**src/rtl/hearts_manager.sv**
```systemverilog
`default_nettype none
// ============================================================================
// hearts_manager : player life count, post-hit invulnerability, sprite flicker
// Revision 1.0
// ============================================================================
module hearts_manager #(
    parameter int MAX_HEARTS   = 3,
    parameter int INV_FRAMES   = 120,
    parameter int BLINK_FRAMES = 8
) (
    input  logic       clk,
    input  logic       reset_n,
    input  logic       frame_tick,
    input  logic       hit,
    input  logic       heal,
    input  logic       restart,
    output logic [1:0] num_hearts,
    output logic       invincible,
    output logic       blink,
    output logic       damage_pulse,
    output logic       game_over
);

    typedef enum logic [1:0] {
        ST_ALIVE  = 2'd0,
        ST_INVULN = 2'd1,
        ST_DEAD   = 2'd2
    } state_t;

    localparam logic [1:0] c_max_hearts = 2'(MAX_HEARTS);
    localparam logic [7:0] c_inv_frames = 8'(INV_FRAMES);
    localparam logic [3:0] c_blink_last = 4'(BLINK_FRAMES - 1);

    state_t     r_state, w_state;
    logic [1:0] r_hearts, w_hearts;
    logic [7:0] r_timer, w_timer;
    logic [3:0] r_bcnt, w_bcnt;
    logic       r_blink, w_blink;
    logic       w_dmg;

    always_comb begin
        w_state  = r_state;
        w_hearts = r_hearts;
        w_timer  = r_timer;
        w_bcnt   = r_bcnt;
        w_blink  = r_blink;
        w_dmg    = 1'b0;
        if (restart) begin
            w_state  = ST_ALIVE;
            w_hearts = c_max_hearts;
            w_timer  = 8'd0;
            w_bcnt   = 4'd0;
            w_blink  = 1'b0;
        end else begin
            case (r_state)
                ST_ALIVE: begin
                    if (hit) begin
                        w_dmg    = 1'b1;
                        w_hearts = r_hearts - 2'd1;
                        if (r_hearts == 2'd1) begin
                            w_state = ST_DEAD;
                        end else begin
                            w_state = ST_INVULN;
                            w_timer = c_inv_frames;
                            w_bcnt  = 4'd0;
                            w_blink = 1'b1;
                        end
                    end else if (heal && (r_hearts < c_max_hearts)) begin
                        w_hearts = r_hearts + 2'd1;
                    end
                end
                ST_INVULN: begin
                    if (heal && (r_hearts < c_max_hearts)) begin
                        w_hearts = r_hearts + 2'd1;
                    end
                    if (frame_tick) begin
                        if (r_timer <= 8'd1) begin
                            // Window over: drop back to vulnerable, sprite visible
                            w_state = ST_ALIVE;
                            w_timer = 8'd0;
                            w_bcnt  = 4'd0;
                            w_blink = 1'b0;
                        end else begin
                            w_timer = r_timer - 8'd1;
                            if (r_bcnt == c_blink_last) begin
                                w_bcnt  = 4'd0;
                                w_blink = ~r_blink;
                            end else begin
                                w_bcnt = r_bcnt + 4'd1;
                            end
                        end
                    end
                end
                ST_DEAD: begin
                    w_hearts = 2'd0;
                    w_timer  = 8'd0;
                    w_bcnt   = 4'd0;
                    w_blink  = 1'b0;
                end
                default: begin
                    w_state  = ST_ALIVE;
                    w_hearts = c_max_hearts;
                    w_timer  = 8'd0;
                    w_bcnt   = 4'd0;
                    w_blink  = 1'b0;
                end
            endcase
        end
    end

    always_ff @(posedge clk) begin
        if (!reset_n) begin
            r_state      <= ST_ALIVE;
            r_hearts     <= c_max_hearts;
            r_timer      <= 8'd0;
            r_bcnt       <= 4'd0;
            r_blink      <= 1'b0;
            damage_pulse <= 1'b0;
            invincible   <= 1'b0;
            game_over    <= 1'b0;
        end else begin
            r_state      <= w_state;
            r_hearts     <= w_hearts;
            r_timer      <= w_timer;
            r_bcnt       <= w_bcnt;
            r_blink      <= w_blink;
            damage_pulse <= w_dmg;
            invincible   <= (w_state == ST_INVULN);
            game_over    <= (w_state == ST_DEAD);
        end
    end

    assign num_hearts = r_hearts;
    assign blink      = r_blink;

endmodule
`default_nettype wire

```
**config.mk**
```make
export PLATFORM = sky130hd
export DESIGN_NAME = hearts_manager
export DESIGN_NICKNAME = d
export VERILOG_FILES = /design/src/rtl/hearts_manager.sv
export SDC_FILE = /design/constraint.sdc
export NUM_CORES = 1
export LEC_CHECK = 0
export CORE_ASPECT_RATIO = 1.5
export CORE_MARGIN = 4
export CORE_UTILIZATION = 50
export CTS_BUF_LIST = sky130_fd_sc_hd__clkbuf_2
export DETAILED_ROUTE_END_ITERATION = 8
export PLACE_DENSITY = 0.75
export REMOVE_ABC_BUFFERS = 1
export SYNTH_ARGS = -nofsm -noshare
export SYNTH_HDL_FRONTEND = slang
export SYNTH_SLANG_ARGS = --single-unit
```
**constraint.sdc**
```tcl
create_clock -name clk -period 1.7 [get_ports clk]
set_input_delay 0.255 -clock clk [delete_from_list [all_inputs] [get_ports clk]]
set_output_delay 0.255 -clock clk [all_outputs]
set_load 0.01 [all_outputs]
```
==> results of run 1 <==
[cells by family (layout without fill, tap and decap cells)]
| group | count (synthesis) | after routing | synth area share |
|---|---|---|---|
| flip-flops | 20 | 20 | 0.370 |
| buffers and inverters | 11 | 41 | 0.0462 |
| AO/OA/AOI/OAI | 41 | 41 | 0.243 |
| AND/OR/NAND/NOR | 52 | 52 | 0.260 |
| XOR/XNOR | 3 | 3 | 0.0243 |
| adder cells (fa/ha/maj) | 5 | 5 | 0.0577 |
[critical path: stages (launching register included)]
cell and delay (ns):
dfxtp_2 0.37, inv_1 0.04, ha_2 0.19, or3b_4 0.37
a211o_1 0.32, o211ai_1 0.15, nor2_1 0.06
[Yosys cell counts, types with 2 or more instances]
cell / count / area [sq um]
nor4_1: 2 / 12.5
xor2_1: 2 / 17.5
or2_2: 2 / 12.5
nand3_1: 3 / 15.0
o211ai_1: 2 / 15.0
inv_1: 8 / 30.0
nor3_1: 10 / 50.1
a21oi_1: 16 / 80.1
nand2b_1: 2 / 12.5
a21o_1: 2 / 15.0
nand2_1: 8 / 30.0
nand4_1: 2 / 12.5
dfxtp_1: 20 / 400
ha_1: 5 / 62.6
nor2b_1: 2 / 12.5
or4_1: 2 / 15.0
a31oi_1: 2 / 12.5
a21oi_2: 2 / 17.5
o21ai_0: 8 / 40.0
nor2_1: 9 / 33.8
and3_1: 2 / 12.5
a32oi_1: 2 / 17.5
[power by group]
group | internal [mW] | switching (mW)
Combinational | 0.119 | 0.119
Sequential | 0.489 | 0.0219
Clock | 0.0511 | 0.146
Total | 0.660 | 0.286
[through the flow]
step / worst slack [ns] / TNS [ns] / area (sq um) / util / std cells
5_1_grt: 0.00180 / 0 / 1380 / 0.671 / 184
4_1_cts: 0.0322 / 0 / 1360 / 0.661 / 184
3_3_place_gp: -0.0432 / -0.0855 / 1330 / 0.648 / 179
3_5_place_dp: -0.0807 / -0.156 / 1330 / 0.648 / 179
2_1_floorplan: 0.0468 / 0 / 1060 / - / 129
6_report: 0.0962 / 0 / 1380 / 0.671 / 184
[final cells by class]
type                       count  share of cell area
multi-input combinational    101               0.470
sequential                    20               0.294
timing repair buffer          29               0.181
inverter                       8              0.0218
tap                           22              0.0200
clock buffer                   3              0.0109
clock inverter                 1             0.00272
[registers in the layout (all words and copies together), names as in the netlist]
| signal | cells |
|---|---|
| damage_pulse | 1 |
| r_bcnt | 4 |
| invincible | 1 |
| blink | 1 |
| r_timer | 8 |
| game_over | 1 |
| num_hearts | 2 |
| r_state | 2 |
[routing by layer]
metal | vias to the layer above | wire length (um) | global-route usage
met5 | - | 0 | 0
met4 | 0 | 41 | 0.0996
met3 | 7 | 144 | 0.0278
met2 | 41 | 1570 | 0.386
met1 | 523 | 1010 | 0.201
li1 | 541 | - | -
[how the worst min path moves through the flow]
stage	startpoint	depth (start not counted)	endpoint
floorplan	restart	2	num_hearts[0]
global placement	r_bcnt[3]	2	r_bcnt[3]
detailed placement	r_bcnt[3]	2	r_bcnt[3]
CTS	r_bcnt[3]	2	r_bcnt[3]
global route	r_timer[7]	2	r_timer[7]
finish	r_bcnt[3]	2	r_bcnt[3]
[what timing repair did]
item                                    4_1_cts  5_1_grt
resized for setup                             1        8
pin swaps                                     0        1
endpoints found under the setup margin        2       13
setup buffers                                 1        0
==> key figures, run 1 <==
Routing
  – Pre-antenna DRT Iters: 6
  – ANT nets after route: 0
  – Vias per cell: 6.04
  – Drt initial violations: 76
  – Vias: 1112
  – Post-Route WL: 2.76 mm
  – Drt drc: 0
  – Routed len/inst: 15.0 um

Worst setup path
  – Critical Path AT: 1.82 ns
  – CP startpoint kind: flop
  – CP max FO: 3
  – Crit end category: flop
  – Critical Path RT: 1.92 ns
  – Reg2Reg Depth: 6
  – R2R Path Start: num_hearts[1]
  – Crit Path Category: reg -> reg
  – Setup crit start: num_hearts[1]
  – CP Capture Point: r_bcnt[0]
  – R2r endpoint: r_bcnt[0]
  – Reg2reg setup slack: 0.1 ns

Run
  – # Max-Cap Violations: 0

Clock tree
  – Htree depth: 1
  – Root Buffer: clkbuf_2
  – Clock Pin Slew Worst Setup and Hold Paths: 0.20 ns
  – CTS max path bufs: 2
  – Clk sink count: 20
  – Num CTS Buffers: 3
  – Hold-fix buffers at CTS: 0
  – Worst-Skew Late Latency: 0.32 ns
  – TritonCTS clock tree: yes

STA
  – Relative max-transition margin: 0.697
  – RSZ-0062 raised after global routing: false
  – Worst Max-Slew Pin Slew: 0.450 ns
  – Fin crit share: 0.943
  – Final count of hold timing violations: 0
  – Final Setup Violations: 0
  – Final critical-path required period: 1.60 ns
  – Max-slew violation total from the final report: 0
  – Clock skew: 0.0176 ns
  – Hold_ws: 0.513 ns
  – F_max: 624 MHz

Cells and area
  – Layout cells sized above 1: 0.228
  – Multi-input gate area: 647 sq um
  – Synth-to-layout area growth: 27.1%
  – Seq. cell area: 405 sq um
  – Nets: 174
  – Inserted Diodes: 0
  – Most frequent cells in the layout: 17 x buf_4, 16 x a21oi_1, 16 x dfxtp_1
  – Fill cells: 176
  – Commonest non-fill, non-tap cell in the layout: buf_4

Worst hold path
  – Min-delay worst type: reg -> reg

Placed design
  – Detailed placement HPWL: 2.14 mm
  – Routability Congestion: 0.899
  – # port buffers: 11

Global routing
  – All-layer global routing usage: 0.205
  – Largest net degree at the start of global routing: 13
  – First-pass GRT wire length: 4.62 mm
  – Initial antenna violation count: 0
  – Vias in the first global route: 1162
  – Grt ovf: 0

Power
  – Pwr per Cell Area: 687 nW/um^2
  – Maximum vdd ir drop: 449 uV
  – P_leak: 0.540 nW
  – Overall power: 0.946 mW

Yosys
  – Avg Cell Area, Syn: 8.21 sq um
  – Post-synthesis sequential area ratio: 0.370
  – Top FF cell, synth: dfxtp_1
  – Asr flop ratio synth: 0
  – #FFs+latches synth: 20
  – Syn Inst Count: 132
  – Synth cell types: 41
  – Number of synthesized flops with an enable pin: 0
  – Syn Std Cell Area: 1080 sq um
  – Ys Warns: 0

Floorplanning
  – Die area: 2990 sq um
  – Initial Util: 0.528
  – Row count: 20
  – Core area: 2050 sq um
  – # IOs: 12
  – Die height: 65.0 um
  – Die Span X: 46.0 um

Status
  – Outcome: complete, no violations
Power figures use the tool's default switching activity.
==> run 2: changes to the inputs <==
Settings changed: PLACE_DENSITY 0.75 to 0.72.
Clock period 1.7 ns to 1.6 ns, I/O delays scaled along.
==> run 2 against run 1 <==
  * Clock skew fell by 0.0032 ns
  * Worst setup slack lost 0.084 ns
  * Clock power up 6%
  * Die area is the same
  * Sequential power grew 6.8%
  * Via count increased by 1.9%
  * Final area increased by 9.8%
  * Final cell count grew 1.6%
  * Register-to-register slack worse by 0.08 ns
  * Largest power group unchanged
==> key figures, run 2 (same netlist as run 1, synthesis figures left out) <==
Floorplanning
  – Initial Util: 0.528 (unchanged)
  – Die height: 65.0 um (unchanged)
  – Die area: 2990 sq um (unchanged)
  – # IOs: 12 (unchanged)
  – Row count: 20 (unchanged)
  – Die Span X: 46.0 um (unchanged)
  – Core area: 2050 sq um (unchanged)

Cells and area
  – Inserted Diodes: 0 (unchanged)
  – Nets: 178 (+2.3%)
  – Fill cells: 160 (-9.1%)
  – Commonest non-fill, non-tap cell in the layout: buf_4
  – Most flops, register: r_timer
  – Final Cell Area: 1510 sq um (+9.8%)
  – Most frequent cells in the layout: 20 x buf_4, 15 x dfxtp_1, 11 x a21oi_1
  – Synth-to-layout area growth: 39.6%
  – Max reg flops: 8 (unchanged)
  – Largest regs: r_timer x8, r_bcnt x4
  – Layout cells sized above 1: 0.345 (+0.117)

Placed design
  – # port buffers: 11 (unchanged)
  – Routability Congestion: 0.858 (-4.6%)
  – Dpl ws: -0.164 ns (-0.0835 ns)
  – Detailed placement HPWL: 2.09 mm (-2.1%)
  – Post-DP Area: 1350 sq um (+1.7%)

Worst setup path
  – Critical Path AT: 1.83 ns (about the same)
  – Setup crit start: num_hearts[1]
  – R2R Path Start: num_hearts[1]
  – CP max FO: 3 (unchanged)
  – CP startpoint kind: flop
  – R2r endpoint: blink
  – Crit Path Category: reg -> reg
  – Reg2Reg Depth: 6 (unchanged)
  – Critical Path RT: 1.84 ns (-0.08 ns)
  – Crit end category: flop
  – Reg2reg setup slack: 0.01 ns (-0.08 ns)

Power
  – Pwr per Cell Area: 698 nW/um^2 (+1.6%)
  – P_leak: 0.575 nW (+6.3%)
  – Maximum vdd ir drop: 453 uV (+1.0%)

STA
  – Final critical-path required period: 1.59 ns (-0.0157 ns)
  – Worst Max-Slew Pin Slew: 0.397 ns (-0.0529 ns)
  – Final Setup Violations: 0 (unchanged)
  – Final count of hold timing violations: 0 (unchanged)
  – Clock skew: 0.0144 ns (-0.00323 ns)
  – F_max: 630 MHz (+0.99%)
  – Setup ws final: 0.0119 ns (-0.0843 ns)
  – Max-slew violation total from the final report: 0 (unchanged)
  – Fin crit share: 0.993 (+0.0491)
  – RSZ-0062 raised after global routing: true
  – Relative max-transition margin: 0.733 (+0.0358)
  – Hold_ws: 0.531 ns (+0.0173 ns)
  – Setup TNS: 0 ns (unchanged)

Worst hold path
  – Hold Crit Endpoint: num_hearts[0]
  – Hold path cells: 3 (+1)
  – Min-Delay Startpoint: restart
  – Min-delay worst type: in -> reg

Routing
  – Drt drc: 0 (unchanged)
  – Pre-antenna DRT Iters: 4 (-2)
  – Vias per cell: 6.06 (+0.25%)
  – Met2 wire length: 1.63 mm (+3.7%)
  – Drt initial violations: 39 (-49%)
  – Met3 Routed Length: 99 um (-31%)
  – M1 wire length: 1.19 mm (+18%)
  – DR top layer: met4
  – Routed len/inst: 16.4 um (+9.2%)
  – Post-Route WL: 3.07 mm (+11%)
  – ANT nets after route: 0 (unchanged)
  – Vias: 1133 (+1.9%)

Clock tree
  – Clk sink count: 20 (unchanged)
  – Hold-fix buffers at CTS: 0 (unchanged)
  – Num CTS Buffers: 3 (unchanged)
  – Htree depth: 1 (unchanged)
  – TritonCTS clock tree: yes
  – Root Buffer: clkbuf_2
  – Worst-Skew Late Latency: 0.33 ns (about the same)
  – Clock Pin Slew Worst Setup and Hold Paths: 0.19 ns (about the same)
  – CTS max path bufs: 2 (unchanged)

Global routing
  – Largest net degree at the start of global routing: 12 (-1)
  – All-layer global routing usage: 0.213 (+0.00821)
  – First-pass GRT wire length: 4.81 mm (+4.2%)
  – Vias in the first global route: 1128 (-2.9%)
  – Grt ovf: 0 (unchanged)
  – Initial antenna violation count: 0 (unchanged)

Run
  – # Max-Cap Violations: 0 (unchanged)

Status
  – Outcome: complete, no violations
## run 2: stage by stage
stage	total power [mW]	std cells	utilization
global placement	0.793	182	0.659
global route	1.11	187	0.737
finish	1.06	187	0.737
CTS	1.00	185	0.672
detailed placement	0.802	182	0.659
floorplan	0.683	129	-
## run 2: power breakdown
part | internal (mW) | switching [mW] | total [mW] | leakage, nW
sequential | 0.520 | 0.0260 | 0.546 | 0.164
clock | 0.0510 | 0.157 | 0.208 | 0.0125
combinational | 0.146 | 0.156 | 0.302 | 0.399
## run 2: how the worst max path moves through the flow
stage	cells past startpoint	to
3_5_place_dp	5	r_bcnt[0]
2_1_floorplan	6	r_timer[5]
4_1_cts	6	r_bcnt[0]
5_1_grt	6	blink
6_report	6	blink
3_3_place_gp	5	r_bcnt[0]
## run 2: area by class of cell
class                      instances  area (sq um)  share of cell area
multi-input combinational        101           746               0.493
inverter                           8          30.0              0.0199
timing repair buffer              33           288               0.190
sequential                        20           407               0.269
clock buffer                       3          15.0             0.00993
tap                               22          27.5              0.0182
## run 2: layer usage
metal | global-route usage | vias to the layer above
li1 | - | 551
met1 | 0.235 | 544
met2 | 0.384 | 26
met3 | 0.0333 | 12
met4 | 0.0783 | 0
met5 | 0 | -
## run 2: worst max-delay path, stage by stage (launching register included)
cell and delay [ns]:
dfxtp_2 0.37, inv_2 0.04, ha_4 0.16, or3b_4 0.37, a211o_1 0.28, o211ai_1 0.18, a21oi_2 0.11
## run 2: repair_timing
action                                  in CTS  in global routing
buffers inserted                             0                  2
resized for setup                            4                 30
endpoints found under the setup margin      14                 17
pin swaps                                    1                 11
endpoints found under the hold margin        0                  0
==> run 3: changes to the inputs <==
Clock period 1.6 ns to 1.75 ns, I/O delays scaled along.
==> run 3 against run 2 <==
  * Fmax down 5.8%
  * Largest cell class unchanged
  * Sequential share of layout area up 1.9 points
  * Critical path type unchanged
  * Power up 1.1%
  * Combinational power down 24%
  * Non-clock buffer count down 3
  * Via count down 4.6%
  * Global-route usage down 1.5 points
  * Core utilization down 5.6 points
  * Worst hold slack worse by 0.0063 ns
  * Register-to-register slack better by 0.05 ns
==> key figures, run 3 (same netlist as run 1, synthesis figures left out) <==
Cells and area
  – Layout Utilization: 0.681 (-0.0561)
  – Seq. cell area: 403 sq um (-0.92%)
  – Fill cells: 174 (+8.8%)
  – Most flops, register: r_timer
  – Synth-to-layout area growth: 29.0%
  – Inserted Diodes: 0 (unchanged)
  – Final Cell Area: 1400 sq um (-7.6%)
  – Largest regs: r_timer x8, r_bcnt x4
  – Layout cells sized above 1: 0.215 (-0.131)
  – Nets: 175 (-1.7%)
  – Most frequent cells in the layout: 18 x dfxtp_1, 18 x buf_4, 16 x a21oi_1
  – Final Non-Filler Cells: 185 (-1.1%)
  – Multi-input gate area: 636 sq um (-15%)
  – Max reg flops: 8 (unchanged)

Clock tree
  – Clock Pin Slew Worst Setup and Hold Paths: 0.19 ns (about the same)
  – Root Buffer: clkbuf_2
  – CTS max path bufs: 2 (unchanged)
  – TritonCTS clock tree: yes
  – Clk sink count: 20 (unchanged)
  – Hold-fix buffers at CTS: 0 (unchanged)
  – Htree depth: 1 (unchanged)
  – Worst-Skew Late Latency: 0.32 ns (about the same)
  – Num CTS Buffers: 3 (unchanged)

Routing
  – Pre-antenna DRT Iters: 4 (unchanged)
  – ANT nets after route: 0 (unchanged)
  – Post-Route WL: 2.72 mm (-11%)
  – Drt drc: 0 (unchanged)
  – Vias per cell: 5.84 (-3.6%)
  – Routed len/inst: 14.7 um (-10%)
  – Drt initial violations: 34 (-13%)
  – Vias: 1081 (-4.6%)

Global routing
  – Grt ovf: 0 (unchanged)
  – Met2 Usage GRT: 0.374 (-0.0103)
  – Largest net degree at the start of global routing: 13 (+1)
  – Vias in the first global route: 1034 (-8.3%)
  – First-pass GRT wire length: 4.39 mm (-8.8%)
  – All-layer global routing usage: 0.199 (-0.0146)
  – Met1 Use GR: 0.208 (-0.0273)
  – GR peak layer: met2
  – Initial antenna violation count: 0 (unchanged)
  – GR Layer Usage met3: 0.0250 (-0.00833)

Worst hold path
  – Min-delay worst type: reg -> reg
  – Hold Crit Endpoint: r_bcnt[3]
  – Min-Delay Startpoint: r_bcnt[3]
  – Hold path cells: 2 (-1)

Placed design
  – Post-DP Area: 1320 sq um (-2.2%)
  – Detailed placement HPWL: 2.02 mm (-3.2%)
  – # placed instances: 178 (-2.2%)
  – # port buffers: 11 (unchanged)
  – Routability Congestion: 0.874 (+2.0%)

STA
  – Fin crit share: 0.963 (-0.0291)
  – Relative max-transition margin: 0.680 (-0.0529)
  – Clock skew: 0.0156 ns (+0.00123 ns)
  – Final critical-path required period: 1.69 ns (+0.0979 ns)
  – Final count of hold timing violations: 0 (unchanged)
  – Worst Max-Slew Pin Slew: 0.479 ns (+0.0821 ns)
  – Max-slew violation total from the final report: 0 (unchanged)
  – Setup TNS: 0 ns (unchanged)
  – F_max: 593 MHz (-5.8%)
  – Final Setup Violations: 0 (unchanged)

Floorplanning
  – # IOs: 12 (unchanged)
  – Die Span X: 46.0 um (unchanged)
  – Core area: 2050 sq um (unchanged)
  – Initial Util: 0.528 (unchanged)
  – Row count: 20 (unchanged)
  – Die area: 2990 sq um (unchanged)
  – Die height: 65.0 um (unchanged)

Run
  – # Max-Cap Violations: 0 (unchanged)

Power
  – Pwr per Cell Area: 763 nW/um^2 (+9.4%)
  – Maximum vdd ir drop: 556 uV (+23%)
  – P_leak: 0.557 nW (-3.1%)
  – Overall power: 1.07 mW (+1.1%)

Worst setup path
  – Crit end category: flop
  – Slowest cell on crit path: or3b_4
  – CP max FO: 4 (+1)
  – Setup crit start: num_hearts[1]
  – Crit Path Category: reg -> reg
  – CP startpoint kind: flop
  – Crit-path cells: inv_1 > ha_1 > or3b_4 > a211o_1 > o211ai_1 > nor2_1
  – Critical Path RT: 1.99 ns (+0.15 ns)
  – R2r endpoint: r_bcnt[0]
  – Reg2reg setup slack: 0.06 ns (+0.05 ns)
  – R2R Path Start: num_hearts[1]
  – Critical Path AT: 1.93 ns (+0.10 ns)
  – CP max stage delay: 0.40 ns (+0.03 ns)
  – Reg2Reg Depth: 6 (unchanged)

Status
  – Outcome: complete, no violations
run 3: worst max-delay path: cells and delay by family (launching register included):
kind	cells	cell delay (ns)
simple gates	2	0.48
buf+inv	1	0.04
flops	1	0.37
compound gates	2	0.47
fa+ha+maj	1	0.24
run 3: per-layer routing:
layer | up-vias | wire length [um]
li1 | 543 | -
met1 | 504 | 1070
met2 | 29 | 1520
met3 | 5 | 93
met4 | 0 | 41
met5 | - | 0
run 3: through the flow:
| stage | worst slack (ns) | hold WS [ns] |
|---|---|---|
| after floorplan | 0.0968 | 0.385 |
| after global placement | -0.00619 | 0.483 |
| after detailed placement | -0.0329 | 0.497 |
| after CTS | 0.0178 | 0.518 |
| after global routing | -0.0686 | 0.558 |
| final | 0.0641 | 0.524 |
run 3: worst max-delay path by stage:
stage	end	slack [ns]	cells past startpoint
floorplan	r_timer[5]	0.1	6
global placement	blink	-0.006	5
detailed placement	r_bcnt[0]	-0.03	5
CTS	r_bcnt[0]	0.02	6
global route	r_bcnt[3]	-0.07	7
finish	r_bcnt[0]	0.06	6
run 3: repair_timing:
item | in CTS | in global routing
buffers inserted | 0 | 3
setup endpoints to repair | 0 | 13
gates resized for setup | 0 | 4
run 3: layout make-up:
cell class                 instances  share of cell area
sequential                        20               0.288
tap                               22              0.0197
clock buffer                       3              0.0107
timing repair buffer              30               0.184
inverter                           8              0.0215
clock inverter                     1              0.0215
multi-input combinational        101               0.455
run 3: report_power, final:
| part | switching (mW) | internal, mW |
|---|---|---|
| logic | 0.114 | 0.116 |
| registers | 0.0222 | 0.475 |
| clock network | 0.142 | 0.197 |
| total | 0.279 | 0.788 |
